===== config.mk =====
export PLATFORM = sky130hd
export DESIGN_NAME = multi_cycle_decoder
export DESIGN_NICKNAME = d
export VERILOG_FILES = /design/src/rtl/multi_cycle_decoder.sv
export SDC_FILE = /design/constraint.sdc
export NUM_CORES = 1
export LEC_CHECK = 0
export CAP_MARGIN = 20
export CORE_MARGIN = 4
export CORE_UTILIZATION = 46
export CTS_BUF_LIST = sky130_fd_sc_hd__clkbuf_4
export CTS_CLUSTER_DIAMETER = 150
export CTS_CLUSTER_SIZE = 14
export DETAILED_ROUTE_END_ITERATION = 7
export GPL_ROUTABILITY_DRIVEN = 0
export PLACE_DENSITY = 0.78
export SETUP_SLACK_MARGIN = 0.02
export SLEW_MARGIN = 20
export SYNTH_ARGS = -nofsm -noshare
export SYNTH_HDL_FRONTEND = slang
export SYNTH_SLANG_ARGS = --single-unit

===== constraint.sdc =====
create_clock -name clk_i -period 1.73 [get_ports clk_i]
set_input_delay 0.346 -clock clk_i [delete_from_list [all_inputs] [get_ports clk_i]]
set_output_delay 0.346 -clock clk_i [all_outputs]
set_load 0.005 [all_outputs]

===== src/rtl/multi_cycle_decoder.sv =====
// multi_cycle_decoder: control FSM for a classic multi-cycle MIPS-style datapath.
// Walks FETCH -> DECODE -> EXEC -> (MEM) -> (WB) per instruction. It times out
// stalled memory accesses and traps on unsupported opcodes or timeouts.
// Optional feature: define MULTI_CYCLE_DECODER_JUMP_EN to support the J opcode.
module multi_cycle_decoder #(
    parameter int OP_W     = 6,
    parameter int ALU_OP_W = 6,
    parameter int WAIT_MAX = 15
) (
    input  logic                clk_i,
    input  logic                rst_i,
    input  logic [OP_W-1:0]     instr_op_i,
    input  logic                zero_i,
    input  logic                mem_ready_i,
    output logic                pc_write_o,
    output logic [1:0]          pc_src_o,
    output logic                ir_write_o,
    output logic                mem_read_o,
    output logic                mem_write_o,
    output logic                reg_write_o,
    output logic                reg_dst_o,
    output logic                mem_to_reg_o,
    output logic                alu_src_b_o,
    output logic                immed_exten_o,
    output logic [ALU_OP_W-1:0] alu_op_o,
    output logic [2:0]          state_o,
    output logic                illegal_o,
    output logic                timeout_o
);

    // State encodings are visible on state_o, so they are fixed explicitly.
    typedef enum logic [2:0] {
        FETCH  = 3'd0,
        DECODE = 3'd1,
        EXEC   = 3'd2,
        MEM    = 3'd3,
        WB     = 3'd4,
        TRAP   = 3'd5
    } state_t;

    // Supported opcodes, sized to the configured opcode width.
    localparam logic [OP_W-1:0] OP_R    = OP_W'(6'b000000);
    localparam logic [OP_W-1:0] OP_ADDI = OP_W'(6'b001000);
    localparam logic [OP_W-1:0] OP_ORI  = OP_W'(6'b001101);
    localparam logic [OP_W-1:0] OP_BEQ  = OP_W'(6'b000100);
    localparam logic [OP_W-1:0] OP_LW   = OP_W'(6'b100011);
    localparam logic [OP_W-1:0] OP_SW   = OP_W'(6'b101011);
`ifdef MULTI_CYCLE_DECODER_JUMP_EN
    localparam logic [OP_W-1:0] OP_J    = OP_W'(6'b000010);
`endif

    localparam logic [7:0] WAIT_LIMIT = 8'(WAIT_MAX);

    // Registered state.
    state_t          state_q;
    state_t          state_d;
    logic [OP_W-1:0] op_q;
    logic [OP_W-1:0] op_d;
    logic [7:0]      wait_cnt_q;
    logic [7:0]      wait_cnt_d;
    logic            illegal_q;
    logic            illegal_d;
    logic            timeout_q;
    logic            timeout_d;
    logic            mem_waiting;

    // Raw decoded controls before the reset gate.
    logic                pc_write_raw;
    logic [1:0]          pc_src_raw;
    logic                ir_write_raw;
    logic                mem_read_raw;
    logic                mem_write_raw;
    logic                reg_write_raw;
    logic                reg_dst_raw;
    logic                mem_to_reg_raw;
    logic                alu_src_b_raw;
    logic                immed_exten_raw;
    logic [ALU_OP_W-1:0] alu_op_raw;

    // Operand selection shared by EXEC, MEM and WB so the ALU path stays stable.
    logic op_uses_imm;
    logic op_zero_ext;

    // True for every opcode the decoder knows how to execute.
    function automatic logic op_supported(input logic [OP_W-1:0] op);
        logic ok;
        ok = (op == OP_R) || (op == OP_ADDI) || (op == OP_ORI) ||
             (op == OP_BEQ) || (op == OP_LW) || (op == OP_SW);
`ifdef MULTI_CYCLE_DECODER_JUMP_EN
        ok = ok || (op == OP_J);
`endif
        return ok;
    endfunction

    // State, latched opcode, wait counter and sticky trap flags.
    always_ff @(posedge clk_i or negedge rst_i) begin
        if (!rst_i) begin
            state_q    <= FETCH;
            op_q       <= '0;
            wait_cnt_q <= '0;
            illegal_q  <= 1'b0;
            timeout_q  <= 1'b0;
        end else begin
            state_q    <= state_d;
            op_q       <= op_d;
            wait_cnt_q <= wait_cnt_d;
            illegal_q  <= illegal_d;
            timeout_q  <= timeout_d;
        end
    end

    // Next-state logic, opcode capture, trap causes and wait-counter update.
    always_comb begin
        state_d     = state_q;
        op_d        = op_q;
        illegal_d   = illegal_q;
        timeout_d   = timeout_q;
        mem_waiting = 1'b0;

        case (state_q)
            FETCH: begin
                if (mem_ready_i) begin
                    state_d = DECODE;
                end else if (wait_cnt_q == WAIT_LIMIT) begin
                    state_d   = TRAP;
                    timeout_d = 1'b1;
                end else begin
                    mem_waiting = 1'b1;
                end
            end
            DECODE: begin
                op_d = instr_op_i;
                if (op_supported(instr_op_i)) begin
                    state_d = EXEC;
                end else begin
                    state_d   = TRAP;
                    illegal_d = 1'b1;
                end
            end
            EXEC: begin
                case (op_q)
                    OP_R, OP_ADDI, OP_ORI: state_d = WB;
                    OP_LW, OP_SW:          state_d = MEM;
                    OP_BEQ:                state_d = FETCH;
`ifdef MULTI_CYCLE_DECODER_JUMP_EN
                    OP_J:                  state_d = FETCH;
`endif
                    default: begin
                        state_d   = TRAP;
                        illegal_d = 1'b1;
                    end
                endcase
            end
            MEM: begin
                if (mem_ready_i) begin
                    state_d = (op_q == OP_LW) ? WB : FETCH;
                end else if (wait_cnt_q == WAIT_LIMIT) begin
                    state_d   = TRAP;
                    timeout_d = 1'b1;
                end else begin
                    mem_waiting = 1'b1;
                end
            end
            WB:      state_d = FETCH;
            TRAP:    state_d = TRAP;
            default: state_d = FETCH;
        endcase

        if (state_d != state_q) begin
            wait_cnt_d = '0;
        end else if (mem_waiting) begin
            wait_cnt_d = wait_cnt_q + 8'd1;
        end else begin
            wait_cnt_d = wait_cnt_q;
        end
    end

    // Immediate-operand decode of the latched opcode.
    always_comb begin
        op_uses_imm = (op_q == OP_ADDI) || (op_q == OP_ORI) ||
                      (op_q == OP_LW)   || (op_q == OP_SW);
        op_zero_ext = (op_q == OP_ORI);
    end

    // Control outputs decoded from the state register and latched opcode.
    always_comb begin
        pc_write_raw    = 1'b0;
        pc_src_raw      = 2'd0;
        ir_write_raw    = 1'b0;
        mem_read_raw    = 1'b0;
        mem_write_raw   = 1'b0;
        reg_write_raw   = 1'b0;
        reg_dst_raw     = 1'b0;
        mem_to_reg_raw  = 1'b0;
        alu_src_b_raw   = 1'b0;
        immed_exten_raw = 1'b0;
        alu_op_raw      = '0;

        if (state_q != FETCH) begin
            alu_op_raw[OP_W-1:0] = op_q;
        end

        case (state_q)
            FETCH: begin
                mem_read_raw = 1'b1;
                if (mem_ready_i) begin
                    ir_write_raw = 1'b1;
                    pc_write_raw = 1'b1;
                    pc_src_raw   = 2'd0;
                end
            end
            EXEC: begin
                alu_src_b_raw   = op_uses_imm;
                immed_exten_raw = op_zero_ext;
                if (op_q == OP_BEQ) begin
                    pc_write_raw = zero_i;
                    pc_src_raw   = 2'd1;
                end
`ifdef MULTI_CYCLE_DECODER_JUMP_EN
                if (op_q == OP_J) begin
                    pc_write_raw = 1'b1;
                    pc_src_raw   = 2'd2;
                end
`endif
            end
            MEM: begin
                alu_src_b_raw   = op_uses_imm;
                immed_exten_raw = op_zero_ext;
                mem_read_raw    = (op_q == OP_LW);
                mem_write_raw   = (op_q == OP_SW);
            end
            WB: begin
                alu_src_b_raw   = op_uses_imm;
                immed_exten_raw = op_zero_ext;
                reg_write_raw   = 1'b1;
                reg_dst_raw     = (op_q == OP_R);
                mem_to_reg_raw  = (op_q == OP_LW);
            end
            default: begin
            end
        endcase
    end

    // Reset gates every output low at once, overriding the FETCH decode.
    always_comb begin
        pc_write_o    = rst_i & pc_write_raw;
        pc_src_o      = rst_i ? pc_src_raw : 2'd0;
        ir_write_o    = rst_i & ir_write_raw;
        mem_read_o    = rst_i & mem_read_raw;
        mem_write_o   = rst_i & mem_write_raw;
        reg_write_o   = rst_i & reg_write_raw;
        reg_dst_o     = rst_i & reg_dst_raw;
        mem_to_reg_o  = rst_i & mem_to_reg_raw;
        alu_src_b_o   = rst_i & alu_src_b_raw;
        immed_exten_o = rst_i & immed_exten_raw;
        alu_op_o      = rst_i ? alu_op_raw : '0;
        state_o       = state_q;
        illegal_o     = illegal_q;
        timeout_o     = timeout_q;
    end

endmodule


==> impl_metrics.ini, run 1 <==
[placement]
dp_hpwl_mm = 3.14
placedInstanceArea_um2 = 1980
portBuffers = 30

[synth]
synth_top_cell_by_area = dfrtp_1
synth_top_area_share_pct = 36.1
yosysUniqueCellTypes = 48
synth_edf_count = 0
syn_nets = 161
synth_area_um2 = 1320
syn_area_per_cell_um2 = 8.78
synth_warnings = 0
ys_ff_latch = 19
synth_cells = 150
ys_seq_area_share_pct = 36.1
ys_top_cells_by_area = dfrtp_1, nor2_1, mux2_2
synth_top_flop_cell = dfrtp_1
synthTopCellsByCount = dfrtp_1, nor2_1, nand2_1, and2_1
async_reset_ff_share_pct = 100

[timing]
worst_path_end_type = sequential cell input
grt-worst-endpoint = wait_cnt_q[7]$_DFFE_PN0P_/D

[floorplan]
num_rows = 19
die_h_um = 61.5
io-pin-count = 32
dieWidth_um = 61.5
floorplan.initialDensity_pct = 48.1

[status]
lastStage = global routing
firstError = [ERROR DPL-0033] detailed placement checks failed during check placement.
status = aborted with a tool error

[global_routing]
grt_max_degree = 17
grt_antenna_before_repair = 0

[clocking]
cts_buffer_depth = 2
cts_sinks = 19
h-tree-depth = 1
cts-root-buf = clkbuf_4
postCtsHoldBufs = 0
cts_made_buffers = 3
per-stage QoR:
stage	util [%]	hold slack [ns]	worst slack, ns	cells
global placement	72.5	0.445	-0.489	251
detailed placement	72.5	0.467	-0.562	251
floorplan	-	0.0504	-0.00724	150
CTS	91.1	0.249	-0.263	283
logic make-up after synthesis:
kind of cell,Yosys count,synth area share [%]
simple gates,81,35.0
compound gates,24,13.7
flops,19,36.1
buf+inv,10,3.33
mux,8,6.65
xor+xnor,6,3.99
fa+ha+maj,1,0.950
other cells,1,0.285
repair_timing:
action                                  in CTS
buffers inserted                            28
endpoints found under the setup margin      28
gates cloned                                 1
resized for setup                          155
pin swaps                                   28
==> run 2, diff against run 1 <==
- CORE_AREA: not set -> 4 4 65 67
- CORE_MARGIN: 4 -> not set
- CORE_UTILIZATION: 46 -> not set
- CTS_BUF_LIST: sky130_fd_sc_hd__clkbuf_4 -> not set
- CTS_CLUSTER_DIAMETER: 150 -> not set
- CTS_CLUSTER_SIZE: 14 -> not set
- DIE_AREA: not set -> 0 0 69 71
- PLACE_DENSITY: 0.78 -> not set
- PLACE_DENSITY_LB_ADDON: not set -> 0.15
- SETUP_SLACK_MARGIN: 0.02 -> not set
- clock period: 1.73 -> 2.25 ns (I/O delays scaled with it)
==> impl_metrics.ini, run 2 <==
[detailed_routing]
totalWireLength_mm = 3.74
remaining_drc_errors = 0
viasPerCell = 5.18
drtIter0Drc = 57
first_pass_iters = 4
ant_nets = 0
wl_per_cell_um = 14.3
vias = 1357

[pwr]
power_density_nw_per_um2 = 1000
seq_power_share_pct = 27.1
p_int_uw = 1240
power.leakage_uw = 0.000876
switching_share_pct = 37.9
share_comb_of_total_power_pct = 60.8
peakVddDrop_uv = 515
power.switching_uw = 756
p_clk_share_pct = 12.2
total_power_uw = 1990

[synth]
synth-compound-area-share_pct = 13.7
syn_area_per_cell_um2 = 8.78
synth_top_area_share_pct = 36.1
muxShareOfSynthArea_pct = 6.65
synthAdderAreaFrac_pct = 0.951
synth-xor-area-share_pct = 3.99
yosysUniqueCellTypes = 48
synth_edf_count = 0
ys_seq_area_share_pct = 36.1
synth_warnings = 0
synth_area_um2 = 1320
synth_top_flop_cell = dfrtp_1
synth_cells = 150
syn_nets = 161
async_reset_ff_share_pct = 100
synth_top_cell_by_area = dfrtp_1
ys_ff_latch = 19
synthSimpleGateAreaFrac_pct = 35.0
synthTopCellsByCount = dfrtp_1, nor2_1, nand2_1, and2_1
synth_top_family_by_area = simple AND/OR/NAND/NOR gates
ys_top_cells_by_area = dfrtp_1, nor2_1, mux2_2

[clocking]
h-tree-depth = 1
cts_tree = done
clk_pin_slew_ns = 0.08
cts-root-buf = clkbuf_8
cts_sinks = 19
clkLatencyLatePin_ns = 0.25
cts_made_buffers = 3
cts_buffer_depth = 2

[timing]
rsz0062_at_grt = yes
whs_ns = 0.287
finalSetupViolCount = 0
finalCriticalPeriod_ns = 2.21
setup-tns-final_ns = 0
finalMaxSlewViolations = 0
fmax_mhz = 452
min_period_over_period_pct = 98.4
fin_skew_ns = 0.00691
hold_viol = 0

[floorplan]
die_h_um = 71
dieWidth_um = 69
floorplan.initialDensity_pct = 36.2
core-area_um2 = 3630
die_area_um2 = 4900
num_rows = 22
io-pin-count = 32

[worst_setup_path]
crit_arrival_ns = 2.36
cp_data_required_time_ns = 2.39
path_max_fanout = 7
start_kind = flop
path_class = flop to flop
endpoint_kind = flop

[finish]
final_common_cell = buf_4
diodes = 0
layout_common_cells = buf_4, clkdlybuf4s50_1, nor2_1, dfrtp_1, nand2_1
nNetsFinal = 226
largest_reg_flops = 8
drive_above_1_share_pct = 31.8
postLayoutCoreUtil_pct = 54.8
area_growth_pct = 51.2
top_register = wait_cnt_q
finalNonFillerCells = 262

[global_routing]
grt_max_degree = 13
grt_antenna_before_repair = 0
grt_pass1_vias = 1417
grt_first_pass_wirelength_mm = 6.38
overflow = 0
grtUsageTotal_pct = 15.6

[hold_path]
holdCritPathClass = input pin to asynchronous set/reset pin

[run]
cap_violations = 0

[placement]
post-place-cells = 249
portBuffers = 30
dp_hpwl_mm = 2.87

[status]
status = finished, final reports clean
==> run 2: kinds of logic (layout without fill, tap and decap cells) <==
| kind of cell | after synthesis | count (layout) |
|---|---|---|
| buffers and inverters | 10 | 74 |
| DFF | 19 | 19 |
| muxes | 8 | 8 |
| adders and majority gates | 1 | 1 |
| xor gates and xnor gates | 6 | 6 |
| other | 1 | 1 |
| and+or+nand+nor | 81 | 81 |
| AOI/OAI and AO/OA | 24 | 24 |
==> run 2: final timing paths <==
path / startpoint / endpoint / slack [ns] / depth (start not counted)
max: state_o[0]$_DFF_PN0_ / wait_cnt_q[6]$_DFFE_PN0P_ / 0.04 / 7
min: rst_i / illegal_o$_DFFE_PN0P_ / 0.29 / 2
max reg2reg: state_o[0]$_DFF_PN0_ / wait_cnt_q[6]$_DFFE_PN0P_ / 0.04 / 7
min reg2reg: timeout_o$_DFFE_PN0P_ / timeout_o$_DFFE_PN0P_ / 0.47 / 1
max in group asynchronous: rst_i / state_o[2]$_DFF_PN0_ / 1.65 / 3
min in group clk_i: timeout_o$_DFFE_PN0P_ / timeout_o$_DFFE_PN0P_ / 0.47 / 1
==> run 2: repair_timing <==
action | CTS | global route
hold buffers | 0 | 0
gates resized for setup | 13 | 11
setup endpoints to repair | 16 | 12
pin swaps | 3 | 0
gates cloned | 0 | 0
setup buffers | 4 | 5
==> run 2: metal layers <==
| layer | vias to the layer above | global-route usage [%] | wire (µm) |
|---|---|---|---|
| li1 | 663 | - | - |
| met1 | 666 | 18.9 | 1600 |
| met2 | 22 | 27.9 | 1980 |
| met3 | 6 | 2.27 | 85 |
| met4 | 0 | 5.64 | 68 |
| met5 | - | 0 | 0 |
==> run 2: area by class of cell <==
cell class | count | area, µm²
multi-input cells | 121 | 832
flip-flops and latches | 19 | 479
well taps | 48 | 60.1
fillers | 369 | 1640
clock buffers | 4 | 45.0
repair buffers | 66 | 559
inverters | 4 | 15.0
==> run 2: through the flow <==
stage          cell area (µm²)  worst slack [ns]
5_1_grt                   1990           -0.0773
3_5_place_dp              1850            -0.184
6_report                  1990            0.0357
2_1_floorplan             1320             0.434
4_1_cts                   1930            0.0108
3_3_place_gp              1850            -0.188
==> run 2: power groups by stage <==
| stage | combinational, µW | clock, µW | sequential [µW] |
|---|---|---|---|
| after detailed placement | 1070 | 0 | 550 |
| after CTS | 1140 | 249 | 535 |
| after floorplan | 591 | 0 | 511 |
| after global routing | 1330 | 263 | 551 |
| after global placement | 1060 | 0 | 546 |
| final | 1210 | 242 | 540 |
==> run 2: critical path, cell delays in order (launching register included) <==
cell,delay (ns)
dfrtp_2,0.47
buf_4,0.16
buf_4,0.14
nor2b_2,0.19
or4_4,0.54
or3_1,0.38
xor2_1,0.18
nor2_2,0.04
Note: power is estimated with default switching activity, not from simulation.
